## config.mk

```make
export PLATFORM = sky130hd
export DESIGN_NAME = cpu_mem_loader_flat
export DESIGN_NICKNAME = d
export VERILOG_FILES = /design/src/rtl/cpu_mem_loader_pkg.sv /design/src/rtl/cpu_mem_loader_if.sv /design/src/rtl/cpu_mem_loader_run_counter.sv /design/src/rtl/cpu_mem_loader.sv /design/src/flat_wrapper.sv
export SDC_FILE = /design/constraint.sdc
export NUM_CORES = 1
export LEC_CHECK = 0
export CAP_MARGIN = 20
export CORE_ASPECT_RATIO = 0.8
export CORE_MARGIN = 4
export CORE_UTILIZATION = 47
export DETAILED_ROUTE_END_ITERATION = 6
export GPL_ROUTABILITY_DRIVEN = 1
export PLACE_DENSITY = 0.78
export SETUP_SLACK_MARGIN = 0.2
export SLEW_MARGIN = 15
export SYNTH_ARGS = -nofsm -noshare
export SYNTH_HDL_FRONTEND = slang
export SYNTH_SLANG_ARGS = --single-unit
```

## constraint.sdc

```tcl
create_clock -name clk -period 5.9 [get_ports clk]
set_input_delay 1.18 -clock clk [delete_from_list [all_inputs] [get_ports clk]]
set_output_delay 1.18 -clock clk [all_outputs]
set_load 0.1 [all_outputs]
```

## src/rtl/cpu_mem_loader_pkg.sv

```systemverilog
// Shared opcodes and FSM encoding for the cpu memory loader.
// No timing or flow control of its own; consumed by cpu_mem_loader and its bench.
package loader_pkg;

    localparam logic [2:0] OP_WR_IMEM = 3'b000;
    localparam logic [2:0] OP_WR_DMEM = 3'b001;
    localparam logic [2:0] OP_RD_IMEM = 3'b010;
    localparam logic [2:0] OP_RD_DMEM = 3'b011;
    localparam logic [2:0] OP_RUN     = 3'b100;

    typedef enum logic [2:0] {
        ST_IDLE,
        ST_WRITE,
        ST_RD_REQ,
        ST_RD_WAIT,
        ST_RSP,
        ST_RUN,
        ST_DONE
    } state_t;

    // Bit 0 of every memory opcode selects DMEM over IMEM.
    function automatic logic op_is_dmem(input logic [2:0] op);
        return op[0];
    endfunction

endpackage

```

## src/rtl/cpu_mem_loader_if.sv

```systemverilog
// Host command/response link: valid/ready command in, valid/ready read data out.
// Pure wiring; the loader is the slave, the host side is the master.
interface cpu_mem_loader_if #(
    parameter int ADDR_W = 32,
    parameter int DATA_W = 32
);
    logic              cmd_valid;
    logic              cmd_ready;
    logic [2:0]        cmd_op;
    logic [ADDR_W-1:0] cmd_addr;
    logic [DATA_W-1:0] cmd_data;
    logic              rsp_valid;
    logic              rsp_ready;
    logic [DATA_W-1:0] rsp_data;

    modport master (
        output cmd_valid, cmd_op, cmd_addr, cmd_data, rsp_ready,
        input  cmd_ready, rsp_valid, rsp_data
    );

    modport slave (
        input  cmd_valid, cmd_op, cmd_addr, cmd_data, rsp_ready,
        output cmd_ready, rsp_valid, rsp_data
    );
endinterface

```

## src/rtl/cpu_mem_loader_run_counter.sv

```systemverilog
// Loadable down-counter holding the remaining RUN cycles; saturates at zero.
// Load/decrement take effect on the next edge; zero and last flags are registered-state decodes.
module run_counter #(
    parameter int CNT_W = 32
) (
    input  logic             clk,
    input  logic             arst_n,
    input  logic             load_i,
    input  logic [CNT_W-1:0] load_val_i,
    input  logic             dec_i,
    output logic             zero_o,
    output logic             last_o
);

    logic [CNT_W-1:0] cnt_q;
    logic [CNT_W-1:0] cnt_d;

    always_comb begin
        cnt_d = cnt_q;
        if (load_i) begin
            cnt_d = load_val_i;
        end else if (dec_i && (cnt_q != '0)) begin
            cnt_d = cnt_q - CNT_W'(1);
        end
    end

    always_ff @(posedge clk or negedge arst_n) begin
        if (!arst_n) begin
            cnt_q <= '0;
        end else begin
            cnt_q <= cnt_d;
        end
    end

    assign zero_o = (cnt_q == '0);
    assign last_o = (cnt_q == CNT_W'(1));

endmodule

```

## src/rtl/cpu_mem_loader.sv

```systemverilog
// Host-side initiator for the cpu IMEM/DMEM external ports and cpu enable; one command at a time.
// Outputs registered (write 2 cycles/cmd, read 1+READ_LAT cycles to rsp); cmd_ready low until IDLE, rsp held until rsp_ready.
module cpu_mem_loader
    import loader_pkg::*;
#(
    parameter int ADDR_W   = 32,
    parameter int DATA_W   = 32,
    parameter int CNT_W    = 32,
    parameter int READ_LAT = 1
) (
    input  logic              clk,
    input  logic              arst_n,
    cpu_mem_loader_if.slave   host,
    output logic              run_done,
    output logic              busy,
    output logic              cpu_enable,
    output logic [ADDR_W-1:0] addr_ext,
    output logic              wen_ext,
    output logic              ren_ext,
    output logic [DATA_W-1:0] wdata_ext,
    input  logic [DATA_W-1:0] rdata_ext,
    output logic [ADDR_W-1:0] addr_ext_2,
    output logic              wen_ext_2,
    output logic              ren_ext_2,
    output logic [DATA_W-1:0] wdata_ext_2,
    input  logic [DATA_W-1:0] rdata_ext_2
);

    state_t            state_q, state_d;
    logic [2:0]        op_q, op_d;
    logic [ADDR_W-1:0] addr_q, addr_d;
    logic [DATA_W-1:0] data_q, data_d;
    logic [7:0]        wait_q, wait_d;

    logic              wen_q, wen_d, ren_q, ren_d;
    logic              wen2_q, wen2_d, ren2_q, ren2_d;
    logic [ADDR_W-1:0] addr1_q, addr1_d, addr2_q, addr2_d;
    logic [DATA_W-1:0] wdata1_q, wdata1_d, wdata2_q, wdata2_d;
    logic              rsp_valid_q, rsp_valid_d;
    logic [DATA_W-1:0] rsp_data_q, rsp_data_d;
    logic              run_done_q, run_done_d;
    logic              busy_q, busy_d;
    logic              cpu_enable_q, cpu_enable_d;

    logic              accept;
    logic              cnt_load;
    logic              cnt_zero, cnt_last;
    logic              sel_dmem, acc_wr, acc_rd;

    run_counter #(.CNT_W(CNT_W)) u_run_counter (
        .clk        (clk),
        .arst_n     (arst_n),
        .load_i     (cnt_load),
        .load_val_i (host.cmd_data[CNT_W-1:0]),
        .dec_i      (state_q == ST_RUN),
        .zero_o     (cnt_zero),
        .last_o     (cnt_last)
    );

    // Gated with arst_n so every output reads 0 while reset is held.
    assign host.cmd_ready = arst_n && (state_q == ST_IDLE);
    assign accept         = host.cmd_valid && host.cmd_ready;

    always_comb begin
        state_d  = state_q;
        op_d     = op_q;
        addr_d   = addr_q;
        data_d   = data_q;
        wait_d   = wait_q;
        cnt_load = 1'b0;
        case (state_q)
            ST_IDLE: begin
                if (accept) begin
                    op_d   = host.cmd_op;
                    addr_d = host.cmd_addr;
                    data_d = host.cmd_data;
                    case (host.cmd_op)
                        OP_WR_IMEM, OP_WR_DMEM: state_d = ST_WRITE;
                        OP_RD_IMEM, OP_RD_DMEM: state_d = ST_RD_REQ;
                        OP_RUN: begin
                            cnt_load = 1'b1;
                            state_d  = (host.cmd_data[CNT_W-1:0] == '0) ? ST_DONE : ST_RUN;
                        end
                        default: state_d = ST_IDLE;
                    endcase
                end
            end
            ST_WRITE: state_d = ST_IDLE;
            ST_RD_REQ: begin
                if (READ_LAT <= 1) begin
                    state_d = ST_RSP;
                end else begin
                    state_d = ST_RD_WAIT;
                    wait_d  = 8'(READ_LAT - 2);
                end
            end
            ST_RD_WAIT: begin
                if (wait_q == 8'd0) begin
                    state_d = ST_RSP;
                end else begin
                    wait_d = wait_q - 8'd1;
                end
            end
            ST_RSP:  if (host.rsp_ready) state_d = ST_IDLE;
            ST_RUN:  if (cnt_last || cnt_zero) state_d = ST_DONE;
            ST_DONE: state_d = ST_IDLE;
            default: state_d = ST_IDLE;
        endcase
    end

    // Output registers are decoded from the next state so they line up with state_q.
    always_comb begin
        sel_dmem     = op_is_dmem(op_d);
        acc_wr       = (state_d == ST_WRITE);
        acc_rd       = (state_d == ST_RD_REQ);
        wen_d        = acc_wr && !sel_dmem;
        wen2_d       = acc_wr && sel_dmem;
        ren_d        = acc_rd && !sel_dmem;
        ren2_d       = acc_rd && sel_dmem;
        addr1_d      = ((acc_wr || acc_rd) && !sel_dmem) ? addr_d : '0;
        addr2_d      = ((acc_wr || acc_rd) && sel_dmem) ? addr_d : '0;
        wdata1_d     = wen_d  ? data_d : '0;
        wdata2_d     = wen2_d ? data_d : '0;
        rsp_valid_d  = (state_d == ST_RSP);
        run_done_d   = (state_d == ST_DONE);
        busy_d       = (state_d != ST_IDLE);
        cpu_enable_d = (state_d == ST_RUN);
        rsp_data_d   = rsp_data_q;
        if ((state_d == ST_RSP) && (state_q != ST_RSP)) begin
            rsp_data_d = op_is_dmem(op_q) ? rdata_ext_2 : rdata_ext;
        end else if (state_d != ST_RSP) begin
            rsp_data_d = '0;
        end
    end

    always_ff @(posedge clk or negedge arst_n) begin
        if (!arst_n) begin
            state_q      <= ST_IDLE;
            op_q         <= '0;
            addr_q       <= '0;
            data_q       <= '0;
            wait_q       <= '0;
            wen_q        <= 1'b0;
            ren_q        <= 1'b0;
            wen2_q       <= 1'b0;
            ren2_q       <= 1'b0;
            addr1_q      <= '0;
            addr2_q      <= '0;
            wdata1_q     <= '0;
            wdata2_q     <= '0;
            rsp_valid_q  <= 1'b0;
            rsp_data_q   <= '0;
            run_done_q   <= 1'b0;
            busy_q       <= 1'b0;
            cpu_enable_q <= 1'b0;
        end else begin
            state_q      <= state_d;
            op_q         <= op_d;
            addr_q       <= addr_d;
            data_q       <= data_d;
            wait_q       <= wait_d;
            wen_q        <= wen_d;
            ren_q        <= ren_d;
            wen2_q       <= wen2_d;
            ren2_q       <= ren2_d;
            addr1_q      <= addr1_d;
            addr2_q      <= addr2_d;
            wdata1_q     <= wdata1_d;
            wdata2_q     <= wdata2_d;
            rsp_valid_q  <= rsp_valid_d;
            rsp_data_q   <= rsp_data_d;
            run_done_q   <= run_done_d;
            busy_q       <= busy_d;
            cpu_enable_q <= cpu_enable_d;
        end
    end

    assign host.rsp_valid = rsp_valid_q;
    assign host.rsp_data  = rsp_data_q;
    assign run_done       = run_done_q;
    assign busy           = busy_q;
    assign cpu_enable     = cpu_enable_q;
    assign addr_ext       = addr1_q;
    assign wen_ext        = wen_q;
    assign ren_ext        = ren_q;
    assign wdata_ext      = wdata1_q;
    assign addr_ext_2     = addr2_q;
    assign wen_ext_2      = wen2_q;
    assign ren_ext_2      = ren2_q;
    assign wdata_ext_2    = wdata2_q;

endmodule

```

## src/flat_wrapper.sv

```systemverilog
// flat-port wrapper written by rule: the top's interface ports become plain ports
module cpu_mem_loader_flat import loader_pkg::*;
#(
    parameter int ADDR_W   = 32,
    parameter int DATA_W   = 32,
    parameter int CNT_W    = 32,
    parameter int READ_LAT = 1
)
  (clk, arst_n, run_done, busy, cpu_enable, addr_ext, wen_ext, ren_ext, wdata_ext, rdata_ext, addr_ext_2, wen_ext_2, ren_ext_2, wdata_ext_2, rdata_ext_2, host_cmd_valid, host_cmd_op, host_cmd_addr, host_cmd_data, host_rsp_ready, host_cmd_ready, host_rsp_valid, host_rsp_data);
  cpu_mem_loader_if #(.ADDR_W(ADDR_W), .DATA_W(DATA_W)) host_i ();
  input  logic clk;
  input  logic arst_n;
  output logic run_done;
  output logic busy;
  output logic cpu_enable;
  output logic [ADDR_W-1:0] addr_ext;
  output logic wen_ext;
  output logic ren_ext;
  output logic [DATA_W-1:0] wdata_ext;
  input  logic [DATA_W-1:0] rdata_ext;
  output logic [ADDR_W-1:0] addr_ext_2;
  output logic wen_ext_2;
  output logic ren_ext_2;
  output logic [DATA_W-1:0] wdata_ext_2;
  input  logic [DATA_W-1:0] rdata_ext_2;
  input wire logic [$bits(host_i.cmd_valid)-1:0] host_cmd_valid;
  input wire logic [$bits(host_i.cmd_op)-1:0] host_cmd_op;
  input wire logic [$bits(host_i.cmd_addr)-1:0] host_cmd_addr;
  input wire logic [$bits(host_i.cmd_data)-1:0] host_cmd_data;
  input wire logic [$bits(host_i.rsp_ready)-1:0] host_rsp_ready;
  output wire logic [$bits(host_i.cmd_ready)-1:0] host_cmd_ready;
  output wire logic [$bits(host_i.rsp_valid)-1:0] host_rsp_valid;
  output wire logic [$bits(host_i.rsp_data)-1:0] host_rsp_data;
  assign host_i.cmd_valid = host_cmd_valid;
  assign host_i.cmd_op = host_cmd_op;
  assign host_i.cmd_addr = host_cmd_addr;
  assign host_i.cmd_data = host_cmd_data;
  assign host_i.rsp_ready = host_rsp_ready;
  assign host_cmd_ready = host_i.cmd_ready;
  assign host_rsp_valid = host_i.rsp_valid;
  assign host_rsp_data = host_i.rsp_data;
  cpu_mem_loader #(.ADDR_W(ADDR_W), .DATA_W(DATA_W), .CNT_W(CNT_W), .READ_LAT(READ_LAT)) u_core (.clk(clk), .arst_n(arst_n), .host(host_i), .run_done(run_done), .busy(busy), .cpu_enable(cpu_enable), .addr_ext(addr_ext), .wen_ext(wen_ext), .ren_ext(ren_ext), .wdata_ext(wdata_ext), .rdata_ext(rdata_ext), .addr_ext_2(addr_ext_2), .wen_ext_2(wen_ext_2), .ren_ext_2(ren_ext_2), .wdata_ext_2(wdata_ext_2), .rdata_ext_2(rdata_ext_2));
endmodule
```

==> results by group <==
Setup path
  • Worst reg-to-reg setup slack: 2.57 ns
  • CP Class: input port to output port
  • RR Endpoint: u_core.u_run_counter.cnt_q[9]
  • Required time of the critical path: 4.72 ns
  • Crit. End Element: output port
  • Worst EP arrival: 2.54 ns
  • Crit start category: input port
  • Crit Reg-Reg Startpoint: u_core.u_run_counter.cnt_q[3]
  • Setup crit start: arst_n
  • Crit Path Max Fanout: 58
  • Worst r2r path cells: 6

Floorplanning
  • Core ar.: 0.0200 mm²
  • Initial Utilization: 0.483
  • Die area: 0.0230 mm²
  • DIE WIDTH: 168 µm
  • Die Ht: 136 µm
  • Rows: 46
  • IO Count: 304

Power and ir drop
  • Pwr/cell area: 323 mW/mm²
  • Clock network power share: 0.352
  • Overall Power: 0.00446 W
  • Sw Ratio: 0.304
  • Cell Int Power: between 0.003 and 0.004 W
  • Net Sw Power: 0.00136 W
  • Share of power burned in registers: 0.453
  • Pleak: approximately 6.3 nW
  • Combinational group share of total power: 0.195
  • Maximum VDD drop: ~0.00024 V

Finish
  • Area grow syn2layout: 42.3%
  • Highest-count cells in the layout ignoring fill and taps: clkdlybuf4s50_1 (301), dfrtp_1 (243), nor2_1 (87)
  • Nets: 1279
  • Share of layout cells above drive strength 1: 0.0656
  • Area of the multi-input gates: about 0.0032 mm²
  • Fillers: 1488
  • Commonest non-fill, non-tap cell in the layout: clkdlybuf4s50_1
  • Non-Filler Instances: between 1000 and 1500
  • Register area: around 0.006 mm²

STA
  • Fin worst setup slack: 2.18 ns
  • Tmin final: 3.72 ns
  • Final worst path period share: 0.631
  • Slew @ Worst Pin: 1.04 ns
  • Final Hold Violating Endpoints: 0
  • Peak Freq: 0.269 GHz
  • Fin Setup TNS: 0 ns
  • Final setup viols: 0
  • Final Slew Violations: 0
  • RSZ-0062 raised after global routing: false
  • Worst clock skew: 0.0132 ns
  • Slew HR: 0.307

Clock tree
  • CTS Sinks: 244
  • TritonCTS clock tree: done
  • CTS Root Cell: clkbuf_16
  • Clk buf depth: 3
  • Worst-path clk slew: roughly 0.060 ns
  • Hold_buf cts: 0
  • CTS Buf Count: 25
  • Worst skew pair latency: 0.52 ns
  • Gates resized, CTS repair: 0
  • Postcts setup bufs: 0
  • H-tree depth: 1

Detailed routing
  • Iter 0 DRT Violations: 552
  • Routed len/inst: 18.3 µm
  • Antenna viol nets, final: 0
  • Residual DRC: 0
  • Vias: 7469
  • First-pass iteration count of the detailed router: 5
  • Vias/cell: 5.24
  • DRT Wirelength: 26000 µm

Synthesis
  • Cells after synthesis: 845
  • Post-Synth Adder-Cell Area: 0.00517
  • Cell Area, Synth: 0.00968 mm²
  • Largest family of logic cells by synthesized area: simple AND/OR/NAND/NOR gates
  • Syn_area_per_cell: 11.5 µm²
  • Post-synthesis sequential area ratio: 0.631
  • Top FF cell, synth: dfrtp_1
  • YS warnings: 0
  • Synthesized flop and latch total: about 240
  • Synth cell types: 63
  • Post-synth EDFFs: 0
  • Syn_nets: 984
  • Synth Area in Compound Gates: 0.0697
  • Post-synthesis mux area share: 0.0704
  • Simple-Gate Fraction of Synth Area: 0.180
  • Xor/xnor share of the synthesized area: 0.00633
  • Share of synthesized flip-flops with an asynchronous set or reset: 1.00

Global route
  • Largest net degree at the start of global routing: 68
  • Gr usage total: 0.224
  • Initial antenna violation count: 2
  • Number of global-route vias before repair: between 7000 and 8000
  • First-pass GRT wire length: around 41000 µm
  • Grt ovf: 0

Worst hold path
  • Hold Path Sink: u_core.wait_q[5]
  • Worst Min Path Start: u_core.wait_q[5]
  • Hold path depth: 1
  • Class of the worst hold path: flip-flop to flip-flop

Placed design
  • Pre-CTS worst setup slack: about 1.7 ns
  • Port bufs: 303
  • Gpl congestion: 0.868
  • Placed Instances: 1377
  • Hpwl dp: 18600 µm

Status
  • Status: completed

Flow run
  • Max-Cap Viols: 0
critical path, cell delays in order:
cell and delay (ns):
buf_8 0.32, nor4b_2 0.59, buf_4 0.41
cell usage after synthesis, types with 3 or more instances:
cell      count  area share
a221o_1       3      0.0031
nor4_1       17       0.011
nor2_1       87       0.034
nor3b_1       4      0.0031
or4_1         9      0.0070
or3_1        17       0.011
nand4b_1      3      0.0027
nand3_1      15      0.0078
and2_1       69       0.045
buf_1         3      0.0012
nand2_1      65       0.025
nand2b_1      3      0.0019
nor3_1       12      0.0062
o31ai_1       3      0.0023
a211o_1       3      0.0027
xnor2_1       5      0.0045
nand4_1      10      0.0065
dfrtp_1     244        0.63
a31oi_1      11      0.0071
inv_1        44       0.017
a32oi_1       3      0.0027
ha_1          4      0.0052
o311ai_0     10      0.0090
o21ai_0      38       0.020
or2_2         6      0.0039
clkbuf_1     40       0.016
mux2i_1      67       0.069
o21ai_1       7      0.0036
cells by family after synthesis:
logic type | Yosys count
AOI/OAI and AO/OA | 98
buffers and inverters | 91
and+or+nand+nor | 333
DFF | 244
xor gates and xnor gates | 7
adders and majority gates | 4
muxes | 68
per-layer routing:
metal,vias to the layer above,share of wire,track usage
met4,0,0.025,0.0622
met2,344,0.46,0.352
li1,3509,-,-
met3,40,0.11,0.0837
met1,3576,0.41,0.295
met5,-,0,0
per-stage QoR:
stage	instance area [µm²]	hold slack, ns	utilization
after floorplan	9680	0.443	-
after global placement	12900	0.462	0.647
after detailed placement	12900	0.457	0.647
after CTS	13800	0.476	0.688
after global routing	13800	0.496	0.688
final	13800	0.472	0.688
final cells by class:
class                      instances  area share
tap                              264      0.0240
clock buffer                      33      0.0498
inverter                          44      0.0120
sequential                       244       0.443
clock inverter                    13     0.00990
multi-input combinational        510       0.234
antenna                            2    0.000363
timing repair buffer             315       0.227
flip-flops by register name, summed over array words and instances, names as in the netlist, 8 cells and up:
register	count
u_core.wdata_ext_2	32
u_core.u_run_counter.cnt_q	32
u_core.host.rsp_data	32
u_core.data_q	32
u_core.wdata_ext	32
u_core.addr_ext	32
u_core.wait_q	8
u_core.addr_ext_2	32
worst max-delay path by stage:
stage	end	slack, ns
after global routing	u_core.wdata_ext[24]	2.01
after floorplan	u_core.wdata_ext_2[22]	1.20
after detailed placement	u_core.wdata_ext[27]	1.71
after CTS	host_cmd_ready	2.15
after global placement	u_core.wdata_ext[25]	1.88
final	host_cmd_ready	2.18
power groups by stage:
| stage | sequential, W | clock (W) | combinational [W] |
|---|---|---|---|
| after floorplan | 0.00216 | 0 | 0.000430 |
| after global placement | 0.00203 | 0 | 0.000849 |
| after detailed placement | 0.00204 | 0 | 0.000868 |
| after CTS | 0.00202 | 0.00160 | 0.000874 |
| after global routing | 0.00205 | 0.00167 | 0.000946 |
| final | 0.00202 | 0.00157 | 0.000868 |
Power figures use the tool's default switching activity.
